### src/rtl/fifo_stream_pkg.sv
// Shared types and constants for the fifo_basic read-side stream adapter.
// Holds the local buffer geometry and the read-credit rule.
package fifo_stream_pkg;

  localparam int BUF_DEPTH = 2;

  typedef logic [1:0] occ_t;

  localparam occ_t OCC_EMPTY = 2'd0;
  localparam occ_t OCC_ONE   = 2'd1;
  localparam occ_t OCC_FULL  = 2'd2;

  // Words already held or on their way, less the one leaving this cycle,
  // must leave room for one more so an issued read always has a slot.
  function automatic logic has_credit(input occ_t occ, input logic inflight, input logic pop);
    logic [2:0] committed;
    committed = {1'b0, occ} + {2'b00, inflight} - {2'b00, pop};
    return committed < 3'(BUF_DEPTH);
  endfunction

endpackage

### src/rtl/stream_buf2.sv
// Two-entry ordered buffer; entry 0 is always the head.
// Supports simultaneous push and pop, and a flush that empties it.
module stream_buf2
  import fifo_stream_pkg::*;
#(
  parameter int DATA_WIDTH = 32
) (
  input  logic                  clk,
  input  logic                  reset,
  input  logic                  push,
  input  logic [DATA_WIDTH-1:0] push_data,
  input  logic                  pop,
  input  logic                  flush,
  output logic [DATA_WIDTH-1:0] head_data,
  output occ_t                  occupancy
);

  logic [DATA_WIDTH-1:0] entry_reg [BUF_DEPTH];
  occ_t                  occ_reg;
  logic                  pop_ok;
  logic                  push_ok;

  // A pop of an empty buffer or a push into a full one without a pop is ignored.
  assign pop_ok  = pop && (occ_reg != OCC_EMPTY);
  assign push_ok = push && ((occ_reg != OCC_FULL) || pop_ok);

  always_ff @(posedge clk) begin
    if (reset || flush) begin
      occ_reg      <= OCC_EMPTY;
      entry_reg[0] <= '0;
      entry_reg[1] <= '0;
    end else begin
      case ({push_ok, pop_ok})
        2'b10: begin
          if (occ_reg == OCC_EMPTY) entry_reg[0] <= push_data;
          else                      entry_reg[1] <= push_data;
          occ_reg <= occ_reg + OCC_ONE;
        end
        2'b01: begin
          entry_reg[0] <= entry_reg[1];
          occ_reg      <= occ_reg - OCC_ONE;
        end
        2'b11: begin
          if (occ_reg == OCC_FULL) begin
            entry_reg[0] <= entry_reg[1];
            entry_reg[1] <= push_data;
          end else begin
            entry_reg[0] <= push_data;
          end
        end
        default: ;
      endcase
    end
  end

  assign head_data = entry_reg[0];
  assign occupancy = occ_reg;

  overflow_chk: assert property (@(posedge clk) disable iff (reset || flush)
                                 !(push && !pop_ok && occ_reg == OCC_FULL));

endmodule

### src/rtl/fifo_stream_reader.sv
// Drives fifo_basic reads, absorbs its one-cycle read latency and presents
// the words as a valid/ready stream with flush and a handshake counter.
module fifo_stream_reader
  import fifo_stream_pkg::*;
#(
  parameter int DATA_WIDTH = 32,
  parameter int CNT_WIDTH  = 16
) (
  input  logic                  clk,
  input  logic                  reset,
  input  logic                  fifo_empty,
  output logic                  fifo_rd_en,
  input  logic [DATA_WIDTH-1:0] fifo_data,
  output logic                  m_valid,
  input  logic                  m_ready,
  output logic [DATA_WIDTH-1:0] m_data,
  input  logic                  flush,
  output logic [1:0]            occupancy,
  output logic [CNT_WIDTH-1:0]  pop_count
);

  logic                  inflight_reg;
  logic [CNT_WIDTH-1:0]  pop_count_reg;
  occ_t                  occ;
  logic [DATA_WIDTH-1:0] head;
  logic                  pop;
  logic                  push;

  assign m_valid = (occ != OCC_EMPTY) && !flush;
  assign pop     = m_valid && m_ready;
  // Reads landing during flush are thrown away rather than buffered.
  assign push    = inflight_reg && !flush;

  assign fifo_rd_en = !reset && !fifo_empty &&
                      (flush || has_credit(occ, inflight_reg, pop));

  always_ff @(posedge clk) begin
    if (reset) begin
      inflight_reg  <= 1'b0;
      pop_count_reg <= '0;
    end else begin
      inflight_reg <= fifo_rd_en;
      if (pop) pop_count_reg <= pop_count_reg + CNT_WIDTH'(1);
    end
  end

  stream_buf2 #(
    .DATA_WIDTH(DATA_WIDTH)
  ) u_buf (
    .clk       (clk),
    .reset     (reset),
    .push      (push),
    .push_data (fifo_data),
    .pop       (pop),
    .flush     (flush),
    .head_data (head),
    .occupancy (occ)
  );

  assign m_data    = head;
  assign occupancy = occ;
  assign pop_count = pop_count_reg;

endmodule

### config.mk
export PLATFORM = sky130hd
export DESIGN_NAME = fifo_stream_reader
export DESIGN_NICKNAME = d
export VERILOG_FILES = /design/src/rtl/fifo_stream_pkg.sv /design/src/rtl/stream_buf2.sv /design/src/rtl/fifo_stream_reader.sv
export SDC_FILE = /design/constraint.sdc
export NUM_CORES = 1
export LEC_CHECK = 0
export BUFFER_PORTS_ARGS = -buffer_cell sky130_fd_sc_hd__buf_4
export CORE_MARGIN = 2
export CORE_UTILIZATION = 35
export DETAILED_ROUTE_END_ITERATION = 8
export MAX_ROUTING_LAYER = met4
export PLACE_DENSITY = 0.63
export SLEW_MARGIN = 20
export SYNTH_ARGS = -nofsm -noshare
export SYNTH_HDL_FRONTEND = slang
export SYNTH_HIERARCHICAL = 1
export SYNTH_SLANG_ARGS = --single-unit
### constraint.sdc
create_clock -name clk -period 2.8 [get_ports clk]
set_clock_uncertainty 0.2 [all_clocks]
set_input_delay 0.42 -clock clk [delete_from_list [all_inputs] [get_ports clk]]
set_output_delay 0.42 -clock clk [all_outputs]
set_load 0.02 [all_outputs]
### Word-level counts from Yosys, hierarchy flattened

Memory sizes are Yosys's and may differ from the RTL's.
Index checks and enable logic that the tools add are counted.

* register bits: 19
* bits in writable memories: 64
* memories: 1

Memory list
* u_buf.entry_reg: depth 2, bits a word 32, rd ports 2, clocked after memory_dff 0, wr ports 2, RTL line stream_buf2.sv:18 `logic [DATA_WIDTH-1:0] entry_reg [BUF_DEPTH];`

* $add $sub $neg: 5
* magnitude comparators: 1
* equality and inequality tests: 5
* muxes and demuxes: 28
* bitwise operators: 6
* reductions and logical operators: 16

Operators by type and width (count)
* 32-bit two-way mux: 6
* 1-bit two-way mux: 21
* 16-bit by 1-bit adder with 16-bit output, second input constant: 1
* 1-bit logical AND: 7
* 2-bit == test, second input constant: 3
* 1-bit bitwise OR: 6
* 2-bit one-hot mux with 2 select lines: 1
* 2-bit nonzero test: 2
* 2-bit by 1-bit adder with 3-bit output: 1
* 1-bit zero test: 3
* 1-bit logical OR: 3
* 3-bit by 2-bit < comparator with 1-bit output, second input constant: 1
* 3-bit by 1-bit subtractor with 3-bit output: 1
* 2-bit by 1-bit adder with 2-bit output, second input constant: 1
* 2-bit by 1-bit == test with 1-bit output, second input constant: 1
* 2-bit zero test: 1
* 2-bit inequality test, second input constant: 1
* 2-bit by 1-bit subtractor with 2-bit output, second input constant: 1

### Longest topological paths before layout

* depth after elaboration: 14
* gate-level depth with buffers: 11
* mapped depth without buffers: 10

### By module

Netlist, hierarchy kept.

Modules (own cells, without submodules)
* stream_buf2: times used 1, cells each 170, area an instance 2717.6 um2, seq. area each 1961.9 um2
* fifo_stream_reader: times used 1, cells each 99, area an instance 875.8 um2, seq. area each 340.3 um2

### Least setup slack after synthesis

No wires, ideal clock.

* path type: register to output
* from: register u_buf.occ_reg[1], in the netlist u_buf/occupancy[1]
* to: output fifo_rd_en
* arrival time: 2.614 ns
* data required time: 2.180 ns
* setup slack: -0.434 ns
* cell stages (with the launch flop): 11
* buffers on the path: 1
* path through: dfxtp_1 o21ba_1 buf_6 nand2_1 inv_1 ha_1 nor2b_1 fa_1 nor2_1 nor2_1 nor3_1

* longest elaborated chain between the ends: 7
* elaborated cells on any way between the ends: 8

RTL lines
* from (decl): RTL line stream_buf2.sv:19 `occ_t occ_reg;`
* from (signal assigned): RTL line stream_buf2.sv:37 `occ_reg <= occ_reg + OCC_ONE;`
* from (signal assigned): RTL line stream_buf2.sv:41 `occ_reg <= occ_reg - OCC_ONE;`
* 2-bit nonzero test: RTL line fifo_stream_reader.sv:29 `assign m_valid = (occ != OCC_EMPTY) && !flush;`
* 1-bit logical AND: RTL line fifo_stream_reader.sv:29
* named net m_valid: RTL line fifo_stream_reader.sv:14 `output logic m_valid,`
* 1-bit logical AND: RTL line fifo_stream_reader.sv:30 `assign pop = m_valid && m_ready;`
* named net pop: RTL line fifo_stream_reader.sv:26 `logic pop;`
* 3-bit by 1-bit subtractor with 3-bit output: RTL line fifo_stream_pkg.sv:17 `committed = {1'b0, occ} + {2'b00, inflight} - {2'b00, pop};`
* 3-bit by 2-bit < comparator with 1-bit output: RTL line fifo_stream_pkg.sv:18 `return committed < 3'(BUF_DEPTH);`
* 1-bit logical OR: RTL line fifo_stream_reader.sv:35 `(flush || has_credit(occ, inflight_reg, pop));`
* 1-bit logical AND: RTL line fifo_stream_reader.sv:34 `assign fifo_rd_en = !reset && !fifo_empty &&`
* to (decl): RTL line fifo_stream_reader.sv:12 `output logic fifo_rd_en,`

The timed path passes the listed nets, and every way through them passes these cells.

### Worst setup path after layout

* from: register u_buf.occ_reg[1], in the netlist u_buf/occupancy[1]
* to: output fifo_rd_en

* longest elaborated chain between the ends: 7
* elaborated cells on any way between the ends: 8

RTL lines (RTL line)
* 2-bit nonzero test: fifo_stream_reader.sv:29
* 1-bit logical AND: fifo_stream_reader.sv:29
* 1-bit logical AND: fifo_stream_reader.sv:30
* named net pop: fifo_stream_reader.sv:26
* 3-bit by 1-bit subtractor with 3-bit output: fifo_stream_pkg.sv:17
* 3-bit by 2-bit < comparator with 1-bit output: fifo_stream_pkg.sv:18
* 1-bit logical OR: fifo_stream_reader.sv:35
* 1-bit logical AND: fifo_stream_reader.sv:34

The timed path passes the listed nets, and every way through them passes these cells.

==> flow_metrics.py <==
metrics = {
    "clock_network": {
        "cts_root_buffer": "clkbuf_8",
        "cts_tree": "built",
        "clockBufferDepth": 2,
        "cts_made_buffers": 9,
        "path_clk_slew_ns": 0.09,
        "clock_latency_ns": 0.34,
        "ctsHtreeMaxLevel": 3,
        "cts.sinks": 83,
    },
    "detailed_routing": {
        "vias_per_cell": 4.87,
        "wl_mm": 7.27,
        "final_antenna_net_count": 0,
        "wl_met2_mm": 3.21,
        "dr.pass1.iters": 4,
        "drt_iter0_drc": 112,
        "num_vias": 2453,
        "wl_met3_um": 578,
        "top_layer_used": "met4",
        "wire_per_inst_um": 14.4,
        "wl_met1_mm": 3.41,
        "drc_errors": 0,
    },
    "floorplan": {
        "ios": 89,
        "rows": 36,
        "die-area_mm2": 0.0111,
        "fp.dieH_um": 105,
        "core_mm2": 0.00986,
        "initial_core_util_pct": 36.4,
        "die_w_um": 105,
    },
    "global_routing": {
        "grt_pass1_vias": 2329,
        "gr-usage-all-layers_pct": 13.8,
        "grt_max_degree": 33,
        "antenna_found_initial": 0,
        "grt-ovfl-total": 0,
        "grt_pass1_wl_mm": 11.7,
    },
    "worst_setup_path": {
        "crit_path_max_incr_delay_ns": 0.44,
        "crit_buf_inv": 2,
        "critPathTopFamily": "adder cells",
        "crit_fanout": 2,
        "crit_required_ns": 2.18,
        "rrSetupSlack_ns": 0.48,
        "start_kind": "flip-flop",
        "crit_path_frequent_cell": "nor2_2",
        "critical_path_class": "flip-flop to output pin",
        "path_cells": "o21ba_4, nand2_4, inv_4, ha_4, nor2b_4, fa_2, nor2_2, nor2_2, nor3_4, buf_6",
        "cp_slowest_cell": "fa_2",
        "cp.arrival_ns": 2.22,
        "cp-end-kind": "output pin",
    },
    "finish": {
        "num_antenna_cells": 0,
        "layout.nets": 406,
        "mostFrequentLayoutCells": "buf_4, edfxtp_1, and2_1, a22o_1, dfxtp_1",
        "layout_commonest_cell": "buf_4",
        "largest_reg_flops": 64,
        "fill_cells": 911,
        "finish.utilization_pct": 47.6,
        "drive_gt1_share_pct": 37.2,
        "final_cell_area_mm2": 0.00469,
        "area_growth_pct": 30.5,
        "fin_cells": 504,
    },
    "timing": {
        "fin_ws_ns": -0.0415,
        "post-route-min-period_ns": 2.84,
        "slew_headroom_pct": 66.3,
        "hold_violations": 0,
        "fmax_mhz": 352,
        "rsz0062_at_grt": "true",
        "worst_pin_slew_ns": 0.506,
        "drv_slew": 0,
        "setup_violations": 1,
        "post-route-period-util_pct": 101,
    },
    "status": {
        "violations": "negative setup slack",
        "outcome": "finished, violations left",
    },
    "power": {
        "p_int_mw": 1.87,
        "p_switching_mw": 0.557,
        "p_clk_share_pct": 35.5,
        "powerDensity_mw_per_mm2": 517,
        "vdd_drop_max_mv": 0.309,
        "p_leak_nw": 1.96,
        "combPwrFrac_pct": 7.6,
        "switching_share_pct": 22.9,
        "seq_power_share_pct": 56.9,
    },
    "min_path": {
        "hold_path.class": "input port to flip-flop",
    },
    "logic_synthesis": {
        "synth_top_cell_by_area": "edfxtp_1",
        "yosysSeqAreaShare_pct": 64.1,
        "avgSynthCellArea_um2": 13.4,
        "synth_top_area_share_pct": 53.5,
        "syn_nets": 309,
        "syn_area_mm2": 0.00359,
        "ys_ff_latch": 83,
        "yosys_warnings": 6,
        "ys_types": 40,
        "synth_area_leaders": "edfxtp_1, dfxtp_1, a22o_1, and2_1, buf_6",
        "synthCells": 269,
    },
    "placement": {
        "numPortBuffers": 88,
        "placed_area_mm2": 0.00442,
        "hpwl_mm": 4.73,
        "gp_congestion": 0.722,
        "placed_cells": 484,
        "pre_cts_ws_ns": -0.0545,
    },
    "flow_run": {
        "maxCapViolCount": 0,
    },
}
## cells in the mapped netlist
| cell | n |
|---|---|
| nor3_1 | 2 |
| edfxtp_1 | 64 |
| xor2_1 | 5 |
| nand4_2 | 1 |
| or3_2 | 1 |
| and3_1 | 3 |
| nand4_4 | 2 |
| a211o_1 | 1 |
| mux2i_1 | 1 |
| buf_4 | 1 |
| a21oi_1 | 10 |
| nor2b_1 | 3 |
| or4_1 | 4 |
| nand2b_1 | 3 |
| o21ai_0 | 7 |
| buf_2 | 6 |
| a211oi_1 | 1 |
| inv_1 | 8 |
| a2111oi_0 | 1 |
| ha_1 | 2 |
| o21ba_1 | 1 |
| or2_4 | 1 |
| dfxtp_1 | 19 |
| and2_1 | 34 |
| o2111a_1 | 1 |
| buf_6 | 7 |
| mux2_2 | 1 |
| o2111a_2 | 1 |
| nand3_1 | 6 |
| and4b_1 | 1 |
| fa_1 | 1 |
| o31ai_1 | 4 |
| a22o_1 | 32 |
| nor2_1 | 11 |
| xnor2_1 | 2 |
| nand2_1 | 9 |
| nand4_1 | 4 |
| or3_1 | 4 |
| clkbuf_1 | 3 |
| or2_2 | 1 |
## worst register-to-register path, cell delays in order, from the launching register on
cell and delay, ns:
dfxtp_4 0.36, o21ba_4 0.20, nand2_4 0.07, inv_4 0.04, buf_4 0.12, buf_4 0.15
mux2_2 0.26, o2111a_2 0.43, and2_1 0.25
## power by group through the flow
stage,Combinational [mW],Sequential [mW],Clock (mW)
3_3_place_gp,0.183,1.41,0
3_5_place_dp,0.182,1.41,0
2_1_floorplan,0.0432,1.44,0
5_1_grt,0.199,1.38,0.939
6_report,0.185,1.38,0.860
4_1_cts,0.187,1.38,0.898
## cells by family after synthesis
family / after synthesis / synth area share, %
simple gates: 90 / 15.4
fa+ha+maj: 3 / 1.25
compound gates: 59 / 12.6
buf+inv: 25 / 4.39
xor+xnor: 7 / 1.71
flops: 83 / 64.1
mux: 2 / 0.592
## per-stage QoR
step / power [mW] / hold WS [ns] / setup TNS (ns)
global placement: 1.59 / 0.276 / -0.0103
global route: 2.52 / 0.0350 / -0.152
floorplan: 1.49 / 0.299 / 0
finish: 2.43 / 0.0574 / -0.0415
detailed placement: 1.59 / 0.300 / -0.0545
CTS: 2.47 / 0.0360 / -0.0847
## metal layers
| layer | up-vias | global-route usage, % |
|---|---|---|
| met2 | 100 | 20.6 |
| met4 | 0 | 4.29 |
| met5 | - | - |
| li1 | 1202 | - |
| met3 | 10 | 4.58 |
| met1 | 1141 | 17.8 |
## timing repair
item,CTS,global route
pin swaps,8,3
setup endpoints to repair,1,1
resized for setup,10,1
hold buffers,0,0
endpoints found under the hold margin,0,0
buffers inserted,4,0
## path summary, 6_finish.rpt
path                                    startpoint                     end  cells past startpoint
worst min-delay path                    fifo_empty            inflight_reg                      2
worst max-delay path            u_buf/occupancy[1]              fifo_rd_en                     10
worst min register to register       pop_count[15]           pop_count[15]                      2
worst max register to register  u_buf/occupancy[1]  u_buf/entry_reg[1][22]                      8
## final cells by class
type / count / area (µm²) / share of cell area, %
clock inverter: 7 / 73.8 / 1.57
sequential: 83 / 2310 / 49.2
timing repair buffer: 103 / 790 / 16.8
multi-input combinational: 161 / 1200 / 25.6
clock buffer: 9 / 124 / 2.64
inverter: 8 / 32.5 / 0.694
tap: 133 / 166 / 3.55
No activity file was read; power rests on OpenSTA's default activity.
